==> config.mk <==
export PLATFORM = sky130hd
export DESIGN_NAME = alu_serial_seq
export DESIGN_NICKNAME = d
export VERILOG_FILES = /design/src/rtl/alu_serial_seq.sv
export SDC_FILE = /design/constraint.sdc
export NUM_CORES = 1
export LEC_CHECK = 0
export CAP_MARGIN = 20
export CORE_UTILIZATION = 30
export CTS_CLUSTER_SIZE = 25
export DETAILED_ROUTE_END_ITERATION = 10
export REMOVE_ABC_BUFFERS = 1
export SYNTH_ARGS = -nofsm -noshare
export SYNTH_HDL_FRONTEND = slang
export SYNTH_SLANG_ARGS = --single-unit
export TNS_END_PERCENT = 10
==> constraint.sdc <==
create_clock -name clk -period 2.45 [get_ports clk]
set_input_delay 0.49 -clock clk [delete_from_list [all_inputs] [get_ports clk]]
set_output_delay 0.49 -clock clk [all_outputs]
set_load 0.02 [all_outputs]
==> src/rtl/alu_serial_seq.sv <==
// Bit-serial sequencer around a single-bit bitwise/compare slice: accepts an
// operand pair, walks the slice LSB first, and returns the word plus chain flag.
module alu_serial_seq #(
  parameter int unsigned WIDTH = 8
) (
  input  logic             clk,
  input  logic             rst_n,
  input  logic             in_valid,
  output logic             in_ready,
  input  logic [1:0]       in_op,
  input  logic [WIDTH-1:0] in_a,
  input  logic [WIDTH-1:0] in_b,
  output logic             slice_op1,
  output logic             slice_op0,
  output logic             slice_a,
  output logic             slice_b,
  output logic             slice_cin,
  input  logic             slice_q,
  input  logic             slice_cout,
  output logic             out_valid,
  input  logic             out_ready,
  output logic [WIDTH-1:0] out_q,
  output logic             out_flag
);

  localparam int unsigned CW = (WIDTH > 1) ? $clog2(WIDTH) : 1;

  typedef enum logic [1:0] {IDLE, RUN, DONE} state_t;

  state_t           state;
  logic [WIDTH-1:0] a_sh;
  logic [WIDTH-1:0] b_sh;
  logic [WIDTH-1:0] res;
  logic [CW-1:0]    cnt;
  logic [1:0]       op;
  logic             carry;
  logic [WIDTH-1:0] res_next;

  assign res_next = {slice_q, res[WIDTH-1:1]};

  // Operand shifters drain to zero by DONE, so the slice inputs idle low
  // without extra gating; carry is cleared on the last RUN edge for the same reason.
  assign slice_a   = a_sh[0];
  assign slice_b   = b_sh[0];
  assign slice_cin = carry;
  assign slice_op1 = op[1];
  assign slice_op0 = op[0];

  always_ff @(posedge clk) begin
    if (!rst_n) begin
      state     <= IDLE;
      a_sh      <= '0;
      b_sh      <= '0;
      res       <= '0;
      cnt       <= '0;
      op        <= 2'b00;
      carry     <= 1'b0;
      in_ready  <= 1'b1;
      out_valid <= 1'b0;
      out_q     <= '0;
      out_flag  <= 1'b0;
    end else begin
      case (state)
        IDLE: begin
          if (in_valid) begin
            a_sh     <= in_a;
            b_sh     <= in_b;
            op       <= in_op;
            carry    <= 1'b0;
            cnt      <= '0;
            res      <= '0;
            in_ready <= 1'b0;
            state    <= RUN;
          end
        end
        RUN: begin
          res   <= res_next;
          a_sh  <= a_sh >> 1;
          b_sh  <= b_sh >> 1;
          cnt   <= cnt + CW'(1);
          carry <= slice_cout;
          // Final bit: capture word and flag, apply deferred inversion for op0.
          if (cnt == CW'(WIDTH - 1)) begin
            carry     <= 1'b0;
            out_q     <= res_next;
            out_flag  <= slice_cout ^ op[0];
            out_valid <= 1'b1;
            state     <= DONE;
          end
        end
        DONE: begin
          if (out_ready) begin
            out_valid <= 1'b0;
            in_ready  <= 1'b1;
            state     <= IDLE;
          end
        end
        default: begin
          state <= IDLE;
        end
      endcase
    end
  end

endmodule

==> results of run 1 <==
cells in the final DEF (no fill, tap or decap), types with 7 or more instances in the layout:
cell / n
clkdlybuf4s50_1: 39
dfxtp_1: 42
mux2i_1: 15
nand2_1: 15
nand3_1: 12
o211ai_1: 14
o21ai_0: 21
o21ai_1: 11
o22ai_1: 7
power groups by stage:
stage / clock (mW) / sequential [mW] / combinational [mW]
after floorplan: 0 / 0.756 / 0.0590
after global placement: 0 / 0.745 / 0.155
after detailed placement: 0 / 0.746 / 0.156
after CTS: 0.455 / 0.730 / 0.157
after global routing: 0.489 / 0.733 / 0.169
final: 0.439 / 0.729 / 0.155
through the flow:
step / worst slack, ns / cell area, um^2 / utilization / instances / hold WS, ns
floorplan: 0.549 / 1620 / - / 163 / 0.432
global placement: 0.446 / 2140 / 0.389 / 279 / 0.448
detailed placement: 0.394 / 2140 / 0.389 / 279 / 0.453
CTS: 0.655 / 2230 / 0.405 / 287 / 0.467
global route: 0.601 / 2230 / 0.405 / 287 / 0.486
finish: 0.676 / 2230 / 0.405 / 287 / 0.464
worst max-delay path by stage:
| stage | cells past startpoint | slack, ns | end |
|---|---|---|---|
| floorplan | 3 | 0.55 | res[7] |
| global placement | 4 | 0.45 | out_valid |
| CTS | 1 | 0.66 | slice_op0 |
| finish | 1 | 0.68 | slice_op0 |
| detailed placement | 4 | 0.39 | out_valid |
| global route | 3 | 0.60 | a_sh[6] |
area by class of cell:
| class | instances | area (um^2) | area share |
|---|---|---|---|
| multi-input combinational | 119 | 774 | 0.347 |
| sequential | 42 | 841 | 0.377 |
| clock inverter | 3 | 21.3 | 0.00953 |
| clock buffer | 5 | 68.8 | 0.0308 |
| tap | 72 | 90.1 | 0.0404 |
| inverter | 2 | 7.51 | 0.00337 |
| timing repair buffer | 44 | 428 | 0.192 |
kinds of logic after synthesis:
group / after synthesis / share of synthesized area
xor+xnor: 1 / 0.00513
mux: 15 / 0.0879
compound gates: 62 / 0.218
buf+inv: 16 / 0.0542
simple gates: 39 / 0.127
fa+ha+maj: 2 / 0.0146
flops: 42 / 0.492
routing by layer:
metal,vias up,wire (um),global-route usage
met1,645,1710,0.162
met2,25,1500,0.184
met3,5,125,0.0259
li1,727,-,-
met4,0,63,0.0623
met5,-,0,0
state kept, by name (all words and copies together) (netlist names), 2 cells and up:
| register | count |
|---|---|
| a_sh | 8 |
| op | 2 |
| b_sh | 8 |
| state | 2 |
| out_q | 8 |
| res | 7 |
| cnt | 3 |
==> metrics.yaml, run 1 <==
vias: 1402
initial_core_util: 0.310
switching_share: 0.250
num-fill-cells: 565
hold-path-endpoint: "cnt[1]"
critPathLaunch: "op[0]"
path_class: "reg2out"
pwr-share-clk: 0.332
vias_per_cell: 4.89
rsz0062_at_grt: "no"
syn_area_per_cell_um2: 9.65
p_sw_mw: 0.331
area_growth_pct: 30.6
dieArea_mm2: 0.00600
drv_slew: 0
power_mw: 1.32
grt_pass1_vias: 1280
pin_count: 40
finalNetCount: 240
drt_iter0_markers: 113
yosysWarnings: 0
grt_pass1_wl_mm: 5.82
async_flop_share: 0
finalCriticalPeriod_ns: 1.77
crit_path_cell_trace: "clkdlybuf4s50_1"
status: "complete, no violations"
crit_buf_inv: 1
cp.arrival_ns: 1.28
synth-main-ff-cell: "dfxtp_1"
die_height_um: 77.5
slowest_delay_ns: 0.62
p_per_area_mw_per_mm2: 593
drc: 0
insertion_delay_ns: 0.29
diodes: 0
cts_setup_buffers: 0
p_leak_nw: 0.805
first_pass_iters: 4
synth_top_cell_by_area: "dfxtp_1"
overflow: 0
ir_worst_vdd_mv: 0.254
synthTopCellsByArea: "dfxtp_1 49%, mux2i_1 8.8%, o211ai_1 6.2%"
cpMaxStageDelayCell: "clkdlybuf4s50_1"
cts_sinks: 42
synth_edf_count: 0
hold_class: "reg2reg"
yosys.cell_count.top_type: "dfxtp_1"
path_max_fanout: 3
htree_num_levels: 2
power_frac_seq: 0.552
reg2reg_depth: 3
hpwl_mm: 2.37
grt_max_degree: 23
setup_violations: 0
drive_above_1_share: 0.0884
syn_area_mm2: 0.00171
ys_seq_area_frac: 0.492
ant_nets: 0
end_kind: "output port"
cp.required_ns: 1.96
synth_seq_cells: 42
wirelength_mm: 3.40
wl_per_cell_um: 11.8
synth_cell_types: 31
holdPathStages: 2
r2r-start: "state[0]"
cts_resized: 0
worstHoldStart: "cnt[1]"
crit_family: "buffers and inverters"
gp_congestion: 0.685
cts_inserted_buffers: 5
track_usage: 0.122
worstMarginPinSlew_ns: 0.577
netlist_instances: 177
clk_pin_slew_ns: 0.08
synth.top_cell.area_share: 0.492
die_w_um: 77.5
antenna_found_initial: 0
finalSetupTns_ns: 0
row_count: 27
cts_tree: "yes"
power.internal_mw: 0.991
min_period_over_period: 0.724
p_comb_frac: 0.117
r2r_slack_ns: 0.97
coreArea_mm2: 0.00551
io_buffers: 39
timing.rr.end: "a_sh[0]"
start_kind: "flip-flop"
slew_headroom: 0.615
ctsRootBufferMaster: "clkbuf_8"
maxCapViolCount: 0
fmax_ghz: 0.564
finClkSkew_ns: 0.00833
clockBufferDepth: 2
cts.hold.buffers_added: 0
ys_top_cells_by_count: "42 x dfxtp_1, 21 x o21ai_0, 15 x mux2i_1, 15 x nand2_1, 14 x o211ai_1"
hold_viol: 0
Note: power is estimated with default switching activity, not from simulation.
==> run 2: changes to the inputs <==
Clock period 2.45 ns to 1.42 ns, I/O delays scaled along.
==> run 2 against run 1 <==
  * Sequential cell count unchanged
  * Critical path depth grew 5
  * Global-route usage is 0.52 points higher
  * Clock skew shrank 0.0052 ns
  * Clock power grew 74%
  * Die area stayed put
  * Critical endpoint is now out_q[6]
  * Via count rose by 0.71%
  * Cell count grew 3.5%
==> metrics.yaml, run 2 (synthesis gave the netlist of run 1 again) <==
status: "complete, no violations"
ir_worst_vdd_mv: 0.387  # +52%
end_kind: "flip-flop"
slowest_delay_ns: 0.37  # -0.25 ns
first_pass_iters: 4  # unchanged
start_kind: "flip-flop"
ant_nets: 0  # unchanged
drc: 0  # unchanged
slew_headroom: 0.782  # +0.167
track_usage: 0.127  # +0.00519
clockBufferDepth: 2  # unchanged
initial_core_util: 0.310  # unchanged
worstHoldStart: "slice_cin"
r2r_slack_ns: 0.1  # -0.87 ns
p_leak_nw: 0.935  # +16%
htree_num_levels: 2  # unchanged
cts.hold.buffers_added: 0  # unchanged
reg_top3: "a_sh (8), b_sh (8), out_q (8)"
p_comb_frac: 0.126  # +0.009
coreArea_mm2: 0.00551  # unchanged
pwr-share-clk: 0.331  # about the same
diodes: 0  # unchanged
maxCapViolCount: 0  # unchanged
antenna_found_initial: 0  # unchanged
io_buffers: 39  # unchanged
cpMaxStageDelayCell: "dfxtp_1"
crit_buf_inv: 1  # unchanged
vias_per_cell: 4.75  # -2.7%
r2r-start: "cnt[0]"
gp_congestion: 0.723  # +5.6%
cts_sinks: 42  # unchanged
path_max_fanout: 8  # +5
switching_share: 0.252  # +0.00219
grt_pass1_vias: 1333  # +4.1%
hold_viol: 0  # unchanged
cts_inserted_buffers: 5  # unchanged
grt_pass1_wl_mm: 6.07  # +4.2%
die_height_um: 77.5  # unchanged
layout_common_cells: "42 x dfxtp_1, 23 x clkdlybuf4s50_1, 21 x o21ai_0"
finalNetCount: 250  # +4.2%
finClkSkew_ns: 0.00311  # -0.00522 ns
final_cells: 297  # +3.5%
dp_cells: 286  # +2.5%
cts_tree: "yes"
finalCriticalPeriod_ns: 1.32
row_count: 27  # unchanged
reg2reg_depth: 6  # +3
hold_class: "reg2reg"
drv_slew: 0  # unchanged
power_mw: 2.31  # +75%
overflow: 0  # unchanged
vias: 1412  # +0.71%
num-fill-cells: 582  # +3.0%
layout_commonest_cell: "dfxtp_1"
hold-path-endpoint: "slice_cin"
crit_family: "flip-flops"
wirelength_mm: 3.48  # +2.3%
fmax_ghz: 0.756
p_per_area_mw_per_mm2: 994  # +68%
wl_per_cell_um: 11.7  # -1.2%
area_growth_pct: 36.0
path_class: "reg2reg"
pin_count: 40  # unchanged
grt_max_degree: 29  # +26%
crit_top_cell: "ha_1"
dieArea_mm2: 0.00600  # unchanged
rsz0062_at_grt: "no"
die_w_um: 77.5  # unchanged
clk_pin_slew_ns: 0.08  # about the same
drive_above_1_share: 0.129  # +0.0405
power.internal_mw: 1.73  # +74%
drt_iter0_markers: 117  # +3.5%
ctsRootBufferMaster: "clkbuf_8"
insertion_delay_ns: 0.29  # about the same
holdPathStages: 2  # unchanged
timing.rr.end: "out_q[6]"
cp.required_ns: 1.61  # -0.35 ns
worstMarginPinSlew_ns: 0.327  # -0.250 ns
crit_path_cell_trace: "ha_1, ha_1, nand3b_4, buf_4, nand3_1, o21ai_0"
cp.arrival_ns: 1.51  # +0.23 ns
setup_violations: 0  # unchanged
min_period_over_period: 0.932
p_sw_mw: 0.583  # +76%
hpwl_mm: 2.44  # +2.9%
power_frac_seq: 0.543  # -0.009
## run 2: cell count changes in the layout (fill, tap and decap cells not counted), sizes merged
cell and change:
dlygate4sd2 +16, buf +10, clkdlybuf4s50 -16
## run 2: metrics by stage
| stage | cell area, um^2 | setup slack [ns] | setup TNS [ns] | util | hold slack [ns] |
|---|---|---|---|---|---|
| floorplan | 1620 | -0.481 | -9.61 | - | 0.364 |
| global placement | 2230 | -0.118 | -3.20 | 0.405 | 0.440 |
| detailed placement | 2230 | -0.135 | -3.35 | 0.405 | 0.445 |
| CTS | 2300 | 0.0421 | 0 | 0.418 | 0.456 |
| global route | 2320 | 0.00247 | 0 | 0.422 | 0.488 |
| finish | 2320 | 0.0971 | 0 | 0.422 | 0.456 |
## run 2: worst max-delay path by stage
stage / startpoint / to / cells past startpoint
after detailed placement: rst_n / b_sh[0] / 4
after floorplan: state[0] / res[7] / 3
final: cnt[0] / out_q[6] / 6
after global routing: cnt[0] / out_q[6] / 6
after global placement: rst_n / a_sh[3] / 4
after CTS: cnt[0] / out_q[6] / 6
## run 2: timing repair
item	CTS	global route
buffers inserted	0	3
resized for setup	16	0
setup endpoints to repair	16	4
## run 2: area by class of cell
class | instances | area, um^2 | share of cell area
clock buffers | 5 | 68.8 | 0.0296
well taps | 72 | 90.1 | 0.0388
flip-flops and latches | 42 | 841 | 0.362
repair buffers | 54 | 520 | 0.224
inverters | 2 | 7.51 | 0.00323
clock inverters | 3 | 21.3 | 0.00915
multi-input cells | 119 | 774 | 0.333
## run 2: worst reg2reg max path: cells and delay by family, from the launching register on
kind,cells,cell delay (ns)
adders and majority gates,2,0.36
and+or+nand+nor,2,0.22
buffers and inverters,1,0.20
AOI/OAI and AO/OA,1,0.07
DFF,1,0.37
## run 2: routing by layer
layer / part of all wire / wire (um) / track usage
met1: 0.51 / 1770 / 0.164
met4: 0.015 / 53 / 0.0509
met2: 0.42 / 1450 / 0.193
met5: 0 / 0 / 0
met3: 0.056 / 196 / 0.0424
## run 2: power groups by stage
stage | Combinational, mW | Clock (mW) | Sequential [mW]
6_report | 0.290 | 0.764 | 1.25
5_1_grt | 0.319 | 0.848 | 1.26
4_1_cts | 0.295 | 0.798 | 1.25
3_5_place_dp | 0.302 | 0 | 1.28
3_3_place_gp | 0.301 | 0 | 1.28
2_1_floorplan | 0.102 | 0 | 1.30
==> run 3: changes to the inputs <==
Settings changed: SKIP_CTS_REPAIR_TIMING set to 1.
==> run 3 against run 2 <==
  * Routed wire length up 1.0%
  * Cell count shrank 1.0%
  * First-iteration DRC count shrank 25%
  * Via count fell by 1.8%
  * Power rose by 0.42%
  * Core utilization increased by 0.75 points
  * Non-clock buffer count fell by 3
  * Critical path type unchanged
  * Largest power group unchanged
==> metrics.yaml, run 3 (synthesis gave the netlist of run 1 again) <==
power_frac_seq: 0.541  # -0.002
num-fill-cells: 569  # -2.2%
switching_share: 0.253  # +0.000265
ctsRootBufferMaster: "clkbuf_8"
worstMarginPinSlew_ns: 0.328  # +0.00159 ns
power.internal_mw: 1.73  # +0.38%
p_comb_frac: 0.128  # +0.002
p_per_area_mw_per_mm2: 980  # -1.3%
finalCriticalPeriod_ns: 1.32  # -0.00747 ns
crit_path_cell_trace: "ha_1, ha_2, nand3b_4, buf_4, nand3_1, o21ai_0"
cpMaxStageDelayCell: "dfxtp_2"
dieArea_mm2: 0.00600  # unchanged
hold_class: "reg2reg"
slew_headroom: 0.781  # -0.00106
grt_pass1_vias: 1333  # unchanged
drv_slew: 0  # unchanged
gp_congestion: 0.723  # unchanged
reg_top3: "a_sh (8), b_sh (8), out_q (8)"
area_growth_pct: 38.5
postLayoutSetupSlackWorst_ns: 0.105  # +0.00747 ns
insertion_delay_ns: 0.29  # about the same
wl_per_cell_um: 11.9  # +2.1%
p_sw_mw: 0.586  # +0.52%
diodes: 0  # unchanged
drt_iter0_markers: 88  # -25%
status: "complete, no violations"
finalNetCount: 247  # -1.2%
clk_pin_slew_ns: 0.08  # about the same
finClkSkew_ns: 0.00420  # +0.00108 ns
die_w_um: 77.5  # unchanged
fin_util: 0.429  # +0.00750
path_class: "reg2reg"
fmax_ghz: 0.760  # +0.57%
end_kind: "flip-flop"
ir_worst_vdd_mv: 0.388  # +0.14%
initial_core_util: 0.310  # unchanged
hold_viol: 0  # unchanged
drc: 0  # unchanged
pwr-share-clk: 0.331  # about the same
vias: 1387  # -1.8%
drive_above_1_share: 0.126  # -0.00276
setup_violations: 0  # unchanged
antenna_found_initial: 0  # unchanged
wirelength_mm: 3.51  # +1.0%
cts_sinks: 42  # unchanged
layout_common_cells: "41 x dfxtp_1, 23 x clkdlybuf4s50_1, 21 x o21ai_0"
ant_nets: 0  # unchanged
path_max_fanout: 11  # +3
grt_max_degree: 29  # unchanged
min_period_over_period: 0.926  # -0.00526
cts_tree: "yes"
io_buffers: 39  # unchanged
htree_num_levels: 2  # unchanged
cts_inserted_buffers: 5  # unchanged
power_mw: 2.32  # +0.42%
track_usage: 0.127  # -0.000250
layout_commonest_cell: "dfxtp_1"
place_area_mm2: 0.00223  # unchanged
final_cell_area_mm2: 0.00236  # +1.8%
slowest_delay_ns: 0.35  # -0.02 ns
overflow: 0  # unchanged
die_height_um: 77.5  # unchanged
pin_count: 40  # unchanged
hpwl_mm: 2.44  # unchanged
vias_per_cell: 4.72  # -0.77%
start_kind: "flip-flop"
row_count: 27  # unchanged
cp.arrival_ns: 1.50  # about the same
grt_pass1_wl_mm: 6.06  # -0.12%
cp.required_ns: 1.61  # about the same
place_ws_ns: -0.135  # unchanged
clockBufferDepth: 2  # unchanged
first_pass_iters: 4  # unchanged
p_leak_nw: 1.13  # +20%
rsz0062_at_grt: "no"
coreArea_mm2: 0.00551  # unchanged
maxCapViolCount: 0  # unchanged
[run 3: cell types whose count changed in the layout (fill, tap and decap cells not counted), sizes merged]
cell,change
buf,-3
dlymetal6s2s,+16
dlygate4sd2,-16
[run 3: critical path, delay by kind of cell, from the launching register on]
kind / cells / cell delay [ns]
flops: 1 / 0.35
simple gates: 2 / 0.23
compound gates: 1 / 0.07
fa+ha+maj: 2 / 0.35
buf+inv: 1 / 0.21
[run 3: power groups by stage]
stage          combinational [mW]  clock, mW  sequential [mW]
6_report                    0.297      0.767             1.25
2_1_floorplan               0.102          0             1.30
4_1_cts                     0.303      0.798             1.26
5_1_grt                     0.326      0.849             1.26
3_5_place_dp                0.302          0             1.28
3_3_place_gp                0.301          0             1.28
[run 3: final timing paths]
check,endpoint,depth (start not counted),start,slack (ns)
setup reg to reg,out_q[6],6,cnt[0],0.10
hold / removal,cnt[0],1,cnt[0],0.44
hold reg to reg,cnt[0],1,cnt[0],0.44
setup / recovery,out_q[6],6,cnt[0],0.10
[run 3: layer usage]
layer | share of wire | track usage
met5 | 0 | 0
met4 | 0.015 | 0.0509
met3 | 0.052 | 0.0424
met2 | 0.41 | 0.192
met1 | 0.52 | 0.164
[run 3: area by class of cell]
class	count	area, um^2	share of cell area
repair buffers	51	558	0.236
clock buffers	5	68.8	0.0291
clock inverters	3	21.3	0.00899
well taps	72	90.1	0.0381
inverters	2	7.51	0.00317
multi-input cells	119	777	0.329
flip-flops and latches	42	842	0.356
[run 3: metrics by stage]
| step | instances | hold WS [ns] | TNS, ns |
|---|---|---|---|
| floorplan | 163 | 0.364 | -9.61 |
| global placement | 286 | 0.440 | -3.20 |
| detailed placement | 286 | 0.445 | -3.35 |
| CTS | 294 | 0.458 | -1.94 |
| global route | 294 | 0.460 | 0 |
| finish | 294 | 0.437 | 0 |
